**src/rtl/alu_pkg.sv**
```systemverilog
// Shared opcode encoding and flag bit positions for the pipelined N-bit ALU.
// The flag indices are only used when ALU_FLAGS_EN is defined.
package alu_pkg;

    localparam int ALU_OP_W = 3;

    localparam logic [ALU_OP_W-1:0] ALU_OP_PASS = 3'b000;
    localparam logic [ALU_OP_W-1:0] ALU_OP_NOT  = 3'b001;
    localparam logic [ALU_OP_W-1:0] ALU_OP_XOR  = 3'b010;
    localparam logic [ALU_OP_W-1:0] ALU_OP_AND  = 3'b011;
    localparam logic [ALU_OP_W-1:0] ALU_OP_OR   = 3'b100;
    localparam logic [ALU_OP_W-1:0] ALU_OP_SUB  = 3'b101;
    localparam logic [ALU_OP_W-1:0] ALU_OP_ADD  = 3'b110;
    localparam logic [ALU_OP_W-1:0] ALU_OP_SHL  = 3'b111;

    // Flags are packed {N,Z,C,V}, MSB first.
    localparam int FLAG_W = 4;
    localparam int FLAG_N = 3;
    localparam int FLAG_Z = 2;
    localparam int FLAG_C = 1;
    localparam int FLAG_V = 0;

endpackage

```
**src/rtl/alu_pipe_nbit_if.sv**
```systemverilog
// Operand/result valid-ready bus of the pipelined ALU.
// The flags signal exists only when ALU_FLAGS_EN is defined.
interface alu_pipe_nbit_if
    import alu_pkg::*;
#(
    parameter int W = 32
) ();

    logic                in_valid;
    logic                in_ready;
    logic [W-1:0]        a;
    logic [W-1:0]        b;
    logic                c_in;
    logic [ALU_OP_W-1:0] alop;
    logic                out_valid;
    logic                out_ready;
    logic [W:0]          result;
`ifdef ALU_FLAGS_EN
    logic [FLAG_W-1:0]   flags;

    modport master (
        output in_valid, a, b, c_in, alop, out_ready,
        input  in_ready, out_valid, result, flags
    );
    modport slave (
        input  in_valid, a, b, c_in, alop, out_ready,
        output in_ready, out_valid, result, flags
    );
`else
    modport master (
        output in_valid, a, b, c_in, alop, out_ready,
        input  in_ready, out_valid, result
    );
    modport slave (
        input  in_valid, a, b, c_in, alop, out_ready,
        output in_ready, out_valid, result
    );
`endif

endinterface

```
**src/rtl/alu_core_nbit.sv**
```systemverilog
// Purely combinational N-bit ALU evaluation; bit W carries carry/borrow for ADD/SUB.
// Status flags {N,Z,C,V} are generated only when ALU_FLAGS_EN is defined.
module alu_core_nbit
    import alu_pkg::*;
#(
    parameter int W = 32
) (
    input  logic [W-1:0]        a,
    input  logic [W-1:0]        b,
    input  logic                c_in,
    input  logic [ALU_OP_W-1:0] alop,
`ifdef ALU_FLAGS_EN
    output logic [FLAG_W-1:0]   flags,
`endif
    output logic [W:0]          result
);

    localparam int SH_W = $clog2(W);

    always_comb begin
        result = '0;
        case (alop)
            ALU_OP_PASS: result = {1'b0, a};
            ALU_OP_NOT:  result = {1'b0, ~a};
            ALU_OP_XOR:  result = {1'b0, a ^ b};
            ALU_OP_AND:  result = {1'b0, a & b};
            ALU_OP_OR:   result = {1'b0, a | b};
            ALU_OP_SUB:  result = {1'b0, a} - {1'b0, b};
            ALU_OP_ADD:  result = {1'b0, a} + {1'b0, b} + {{W{1'b0}}, c_in};
            ALU_OP_SHL:  result = {1'b0, a << b[SH_W-1:0]};
            default:     result = '0;
        endcase
    end

`ifdef ALU_FLAGS_EN
    logic ovf;

    // Two's-complement overflow: operand signs that should agree do, but the sum's sign differs.
    always_comb begin
        ovf = 1'b0;
        case (alop)
            ALU_OP_ADD: ovf = (a[W-1] == b[W-1]) && (result[W-1] != a[W-1]);
            ALU_OP_SUB: ovf = (a[W-1] != b[W-1]) && (result[W-1] != a[W-1]);
            default:    ovf = 1'b0;
        endcase
    end

    always_comb begin
        flags         = '0;
        flags[FLAG_N] = result[W-1];
        flags[FLAG_Z] = (result[W-1:0] == '0);
        flags[FLAG_C] = result[W];
        flags[FLAG_V] = ovf;
    end
`endif

endmodule

```
**src/rtl/alu_pipe_nbit.sv**
```systemverilog
// Pipelined N-bit ALU with valid/ready on both sides; STAGES=2 adds an operand register.
// Optional registered status flags are enabled by defining ALU_FLAGS_EN.
module alu_pipe_nbit
    import alu_pkg::*;
#(
    parameter int W      = 32,
    parameter int STAGES = 2
) (
    input  logic             clk,
    input  logic             rst_n,
    alu_pipe_nbit_if.slave   bus
);

    logic [W-1:0]        core_a;
    logic [W-1:0]        core_b;
    logic                core_c;
    logic [ALU_OP_W-1:0] core_op;
    logic                core_vld;
    logic [W:0]          core_res;
    logic                in_ready_w;
    logic                load_p1;
    logic                vld_p1;
    logic [W:0]          res_p1;

    // The result stage may load whenever it is empty or its beat leaves this cycle.
    assign load_p1 = !vld_p1 || bus.out_ready;

    generate
        if (STAGES == 2) begin : g_two
            logic                vld_p0;
            logic [W-1:0]        a_p0;
            logic [W-1:0]        b_p0;
            logic                c_p0;
            logic [ALU_OP_W-1:0] op_p0;

            assign in_ready_w = !vld_p0 || load_p1;

            // Stage p0: operand register
            always_ff @(posedge clk or negedge rst_n) begin
                if (!rst_n) begin
                    vld_p0 <= 1'b0;
                end else if (in_ready_w) begin
                    vld_p0 <= bus.in_valid;
                end
            end

            always_ff @(posedge clk) begin
                if (bus.in_valid && in_ready_w) begin
                    a_p0  <= bus.a;
                    b_p0  <= bus.b;
                    c_p0  <= bus.c_in;
                    op_p0 <= bus.alop;
                end
            end

            assign core_a   = a_p0;
            assign core_b   = b_p0;
            assign core_c   = c_p0;
            assign core_op  = op_p0;
            assign core_vld = vld_p0;
        end else begin : g_one
            assign in_ready_w = load_p1;
            assign core_a     = bus.a;
            assign core_b     = bus.b;
            assign core_c     = bus.c_in;
            assign core_op    = bus.alop;
            assign core_vld   = bus.in_valid;
        end
    endgenerate

`ifdef ALU_FLAGS_EN
    logic [FLAG_W-1:0] core_flg;
    logic [FLAG_W-1:0] flg_p1;
`endif

    alu_core_nbit #(.W(W)) u_core (
        .a      (core_a),
        .b      (core_b),
        .c_in   (core_c),
        .alop   (core_op),
`ifdef ALU_FLAGS_EN
        .flags  (core_flg),
`endif
        .result (core_res)
    );

    // Stage p1: result register; result and flags are cleared so reset shows zeros.
    always_ff @(posedge clk or negedge rst_n) begin
        if (!rst_n) begin
            vld_p1 <= 1'b0;
            res_p1 <= '0;
`ifdef ALU_FLAGS_EN
            flg_p1 <= '0;
`endif
        end else if (load_p1) begin
            vld_p1 <= core_vld;
            if (core_vld) begin
                res_p1 <= core_res;
`ifdef ALU_FLAGS_EN
                flg_p1 <= core_flg;
`endif
            end
        end
    end

    assign bus.in_ready  = in_ready_w;
    assign bus.out_valid = vld_p1;
    assign bus.result    = res_p1;
`ifdef ALU_FLAGS_EN
    assign bus.flags     = flg_p1;
`endif

endmodule
```
**src/flat_wrapper.sv**
```systemverilog
// flat-port wrapper written by rule: the top's interface ports become plain ports
module alu_pipe_nbit_flat import alu_pkg::*;
#(
    parameter int W      = 32,
    parameter int STAGES = 2
)
  (clk, rst_n, bus_in_valid, bus_a, bus_b, bus_c_in, bus_alop, bus_out_ready, bus_in_ready, bus_out_valid, bus_result);
  alu_pipe_nbit_if #(.W(W)) bus_i ();
  input  logic clk;
  input  logic rst_n;
  input wire logic [$bits(bus_i.in_valid)-1:0] bus_in_valid;
  input wire logic [$bits(bus_i.a)-1:0] bus_a;
  input wire logic [$bits(bus_i.b)-1:0] bus_b;
  input wire logic [$bits(bus_i.c_in)-1:0] bus_c_in;
  input wire logic [$bits(bus_i.alop)-1:0] bus_alop;
  input wire logic [$bits(bus_i.out_ready)-1:0] bus_out_ready;
  output wire logic [$bits(bus_i.in_ready)-1:0] bus_in_ready;
  output wire logic [$bits(bus_i.out_valid)-1:0] bus_out_valid;
  output wire logic [$bits(bus_i.result)-1:0] bus_result;
  assign bus_i.in_valid = bus_in_valid;
  assign bus_i.a = bus_a;
  assign bus_i.b = bus_b;
  assign bus_i.c_in = bus_c_in;
  assign bus_i.alop = bus_alop;
  assign bus_i.out_ready = bus_out_ready;
  assign bus_in_ready = bus_i.in_ready;
  assign bus_out_valid = bus_i.out_valid;
  assign bus_result = bus_i.result;
  alu_pipe_nbit #(.W(W), .STAGES(STAGES)) u_core (.clk(clk), .rst_n(rst_n), .bus(bus_i));
endmodule
```
**config.mk**
```make
export PLATFORM = sky130hd
export DESIGN_NAME = alu_pipe_nbit_flat
export DESIGN_NICKNAME = d
export VERILOG_FILES = /design/src/rtl/alu_pkg.sv /design/src/rtl/alu_pipe_nbit_if.sv /design/src/rtl/alu_core_nbit.sv /design/src/rtl/alu_pipe_nbit.sv /design/src/flat_wrapper.sv
export SDC_FILE = /design/constraint.sdc
export NUM_CORES = 1
export LEC_CHECK = 0
export BUFFER_PORTS_ARGS = -buffer_cell sky130_fd_sc_hd__buf_2
export CAP_MARGIN = 20
export CELL_PAD_IN_SITES_DETAIL_PLACEMENT = 1
export CELL_PAD_IN_SITES_GLOBAL_PLACEMENT = 2
export CORE_MARGIN = 2
export CORE_UTILIZATION = 33
export CTS_CLUSTER_DIAMETER = 200
export DETAILED_ROUTE_END_ITERATION = 12
export PLACE_DENSITY_LB_ADDON = 0.1
export SYNTH_ARGS = -nofsm -noshare
export SYNTH_HDL_FRONTEND = slang
export SYNTH_SLANG_ARGS = --single-unit
```
**constraint.sdc**
```tcl
create_clock -name clk -period 3.61 [get_ports clk]
set_input_delay 0.1805 -clock clk [delete_from_list [all_inputs] [get_ports clk]]
set_output_delay 0.1805 -clock clk [all_outputs]
set_load 0.05 [all_outputs]
```
==> metrics.txt <==
RSZ-0062 raised after global routing false; Mapped Cells 1345; CP endpoint kind flop; Slew HR 33.7%; Reg2Reg Setup Slack 0.10 ns; critical-path cell list fa_2, fa_1, a21o_1, a31o_2, a211oi_1, buf_4, nor4_1, nor2_1, o221a_2, nand4b_1, a21oi_1, a221o_1; maximum fanout along the worst path 3; routed len/inst 26.5 microns; IO Count 107; run status completed; Chip Width 187 microns; DP Wirelength 40400 microns; Setup-failing EPs final 0; layout cells sized above 1 19.5%; total die area 0.0349 sq mm; number of clock sinks 103; Arr. time, crit path 3.79 ns; input/output buffers 106; critical hold path startpoint bus_a[18]; Seq. cell area 0.00292 sq mm; Antenna Violating Nets Remaining 0; Worst R2R End u_core.bus.result[32]; crit share post-route 97.2%; clock tree from TritonCTS yes; Placeable Area 0.0327 sq mm; highest-count cells in the layout ignoring fill and taps 176 x a21oi_1, 131 x nor2_1, 114 x buf_4; commonest non-fill, non-tap cell in the layout a21oi_1; Worst-Skew Late Latency 0.40 ns; Die Ht 187 microns; # H-tree levels 3; top_reg_cell synth edfxtp_1; worst path required time 3.89 ns; clk root buf clkbuf_16; buffers and inverters on the worst path 1; number of synthesized flops with an enable pin 68; Multi-input gate area 0.00733 sq mm; part of the Yosys area used for sequential elements 26.5%; Worst Tran Pin Value 0.994 ns; WL final 52900 microns; syn_nets 1517; Hold Fails Final Rpt 0; FMAX 285 MHz; slowest stage delay, CP 0.45 ns; Fin Hold WS 0.0378 ns; vias post-DR 12049; drc violations 0; vias in the first global route 12327; Util after Layout 41.7%; CP max-delay cell edfxtp_1; leak pwr 0.00583 uW; Cell Rows 66; FF-to-FF Start u_core.core_b[0]; vias per cell 6.03; ant diodes 0; Synth Register Bits 103; fin crit period 3.51 ns; PwrDens 366 mW/mm^2; largest net degree at the start of global routing 69; nets@finish 1724; Crit path max-delay family compound AO/OA/AOI/OAI gates; worst vdd ir 0.255 mV; Initial DRT Pass Iterations 5; Register-to-Register Path Depth 12; number of DRC markers in iteration 0 915; GRT overflow 0; mean area per synthesized cell 8.19 sq um; clock buffer depth 2; GRT Total Usage 30.1%; initial antenna violation count 2; final instance area 0.0136 sq mm; max-slew violations 0; GPL Wtd Cong 0.983; min-delay worst type input port to flop; Setup TNS 0 ns; CTS Buf Count 9; first-pass GRT wire length 79200 microns; hold depth 1; Setup Skew 0.0146 ns; critical path class flop to flop; Netlist cell types 93; CP Launch Type flop; Crit path depth 12; setup bufs post-CTS 0; Post-synth ARST share 34.0%; Worst-path clk slew 0.08 ns; Mapped Area 0.0110 sq mm; Area Growth Syn to Fin 23.6%; Initial Utilization 33.7%; Filler Cell Count 3945; dpl cell area 0.0126 sq mm; total power 4980 uW; Hold EP u_core.core_a[18]; YS warnings 0; Max Cap Viol 0
==> cells by family after synthesis <==
| family | share of synthesized area [%] |
|---|---|
| fa+ha+maj | 11.6 |
| xor+xnor | 0.636 |
| compound gates | 31.2 |
| buf+inv | 7.29 |
| mux | 8.27 |
| simple gates | 14.6 |
| flops | 26.5 |
==> metrics by stage <==
step	cells	setup WS, ns
floorplan	1345	0.177
global placement	1914	0.0838
detailed placement	1914	0.0608
CTS	1999	0.0244
global route	1999	0.000268
finish	1999	0.102
==> worst max-delay path by stage <==
stage	start	to	slack, ns
2_1_floorplan	u_core.core_b[3]	u_core.bus.result[25]	0.18
3_3_place_gp	u_core.core_a[0]	u_core.bus.result[32]	0.08
3_5_place_dp	u_core.core_b[0]	u_core.bus.result[26]	0.06
4_1_cts	u_core.core_b[0]	u_core.bus.result[26]	0.02
5_1_grt	u_core.core_b[1]	u_core.bus.result[27]	0.0003
6_report	u_core.core_b[0]	u_core.bus.result[32]	0.10
==> cell type report <==
class,instances,share of cell area (%)
clock buffer,10,1.75
tap,442,4.06
clock inverter,6,0.615
multi-input combinational,1047,53.8
inverter,100,2.76
sequential,103,21.4
timing repair buffer,291,15.5
==> registers in the layout, indices dropped and copies added (netlist names) <==
register              flops
u_core.bus.out_valid      1
u_core.bus.result        33
u_core.core_a            32
u_core.core_b            32
u_core.core_c             1
u_core.core_op            3
u_core.core_vld           1
==> power by group <==
part	switching, uW	internal [uW]	leakage, uW
clock	549	576	0.000159
combinational	1540	782	0.00460
sequential	117	1410	0.00107
total	2210	2770	0.00583
==> repair_timing <==
item / in CTS / in global routing
gates resized for setup: 0 / 5
endpoints found under the hold margin: 103 / 0
setup endpoints to repair: 0 / 6
hold buffers: 69 / 0
==> metal layers <==
metal | vias to the layer above | track usage (%) | routed length (microns)
li1 | 5425 | - | -
met1 | 6106 | 41.4 | 24000
met2 | 438 | 48.3 | 24300
met3 | 80 | 4.12 | 3070
met4 | 0 | 10.4 | 1530
met5 | - | 0 | 0
==> synth_stat cells, types with 5 or more instances <==
cell type  number  area share, %
a21oi_1       176            8.0
nor2_1        133            4.5
nand2_1       113            3.9
ha_1           97             11
inv_1          93            3.2
edfxtp_1       68             19
o21ai_0        65            3.0
clkbuf_1       56            1.9
mux2i_1        37            3.4
dfrtp_1        35            8.0
o22ai_1        34            1.9
o21ai_1        26            1.2
nor3_1         24            1.1
a211oi_1       21            1.4
buf_2          21           0.95
mux4_2         20            4.1
a221oi_1       18            1.4
o221ai_1       17            1.4
a21o_1         15            1.0
nand3_1        14           0.64
a31oi_1        12           0.68
a221o_1        11            1.0
o31ai_1        11           0.75
buf_1          10           0.34
nor2b_1        10           0.57
nor4_1         10           0.57
o211ai_1       10           0.68
nand2b_1        9           0.51
o32ai_1         9           0.72
a211o_1         8           0.64
o21a_1          8           0.55
o21bai_1        8           0.55
and2_1          7           0.40
xnor2_1         7           0.56
a311oi_1        6           0.48
nand4_1         6           0.34
and3_1          5           0.28
inv_2           5           0.17
mux2_2          5           0.51
(Power assumes the default switching activity.)
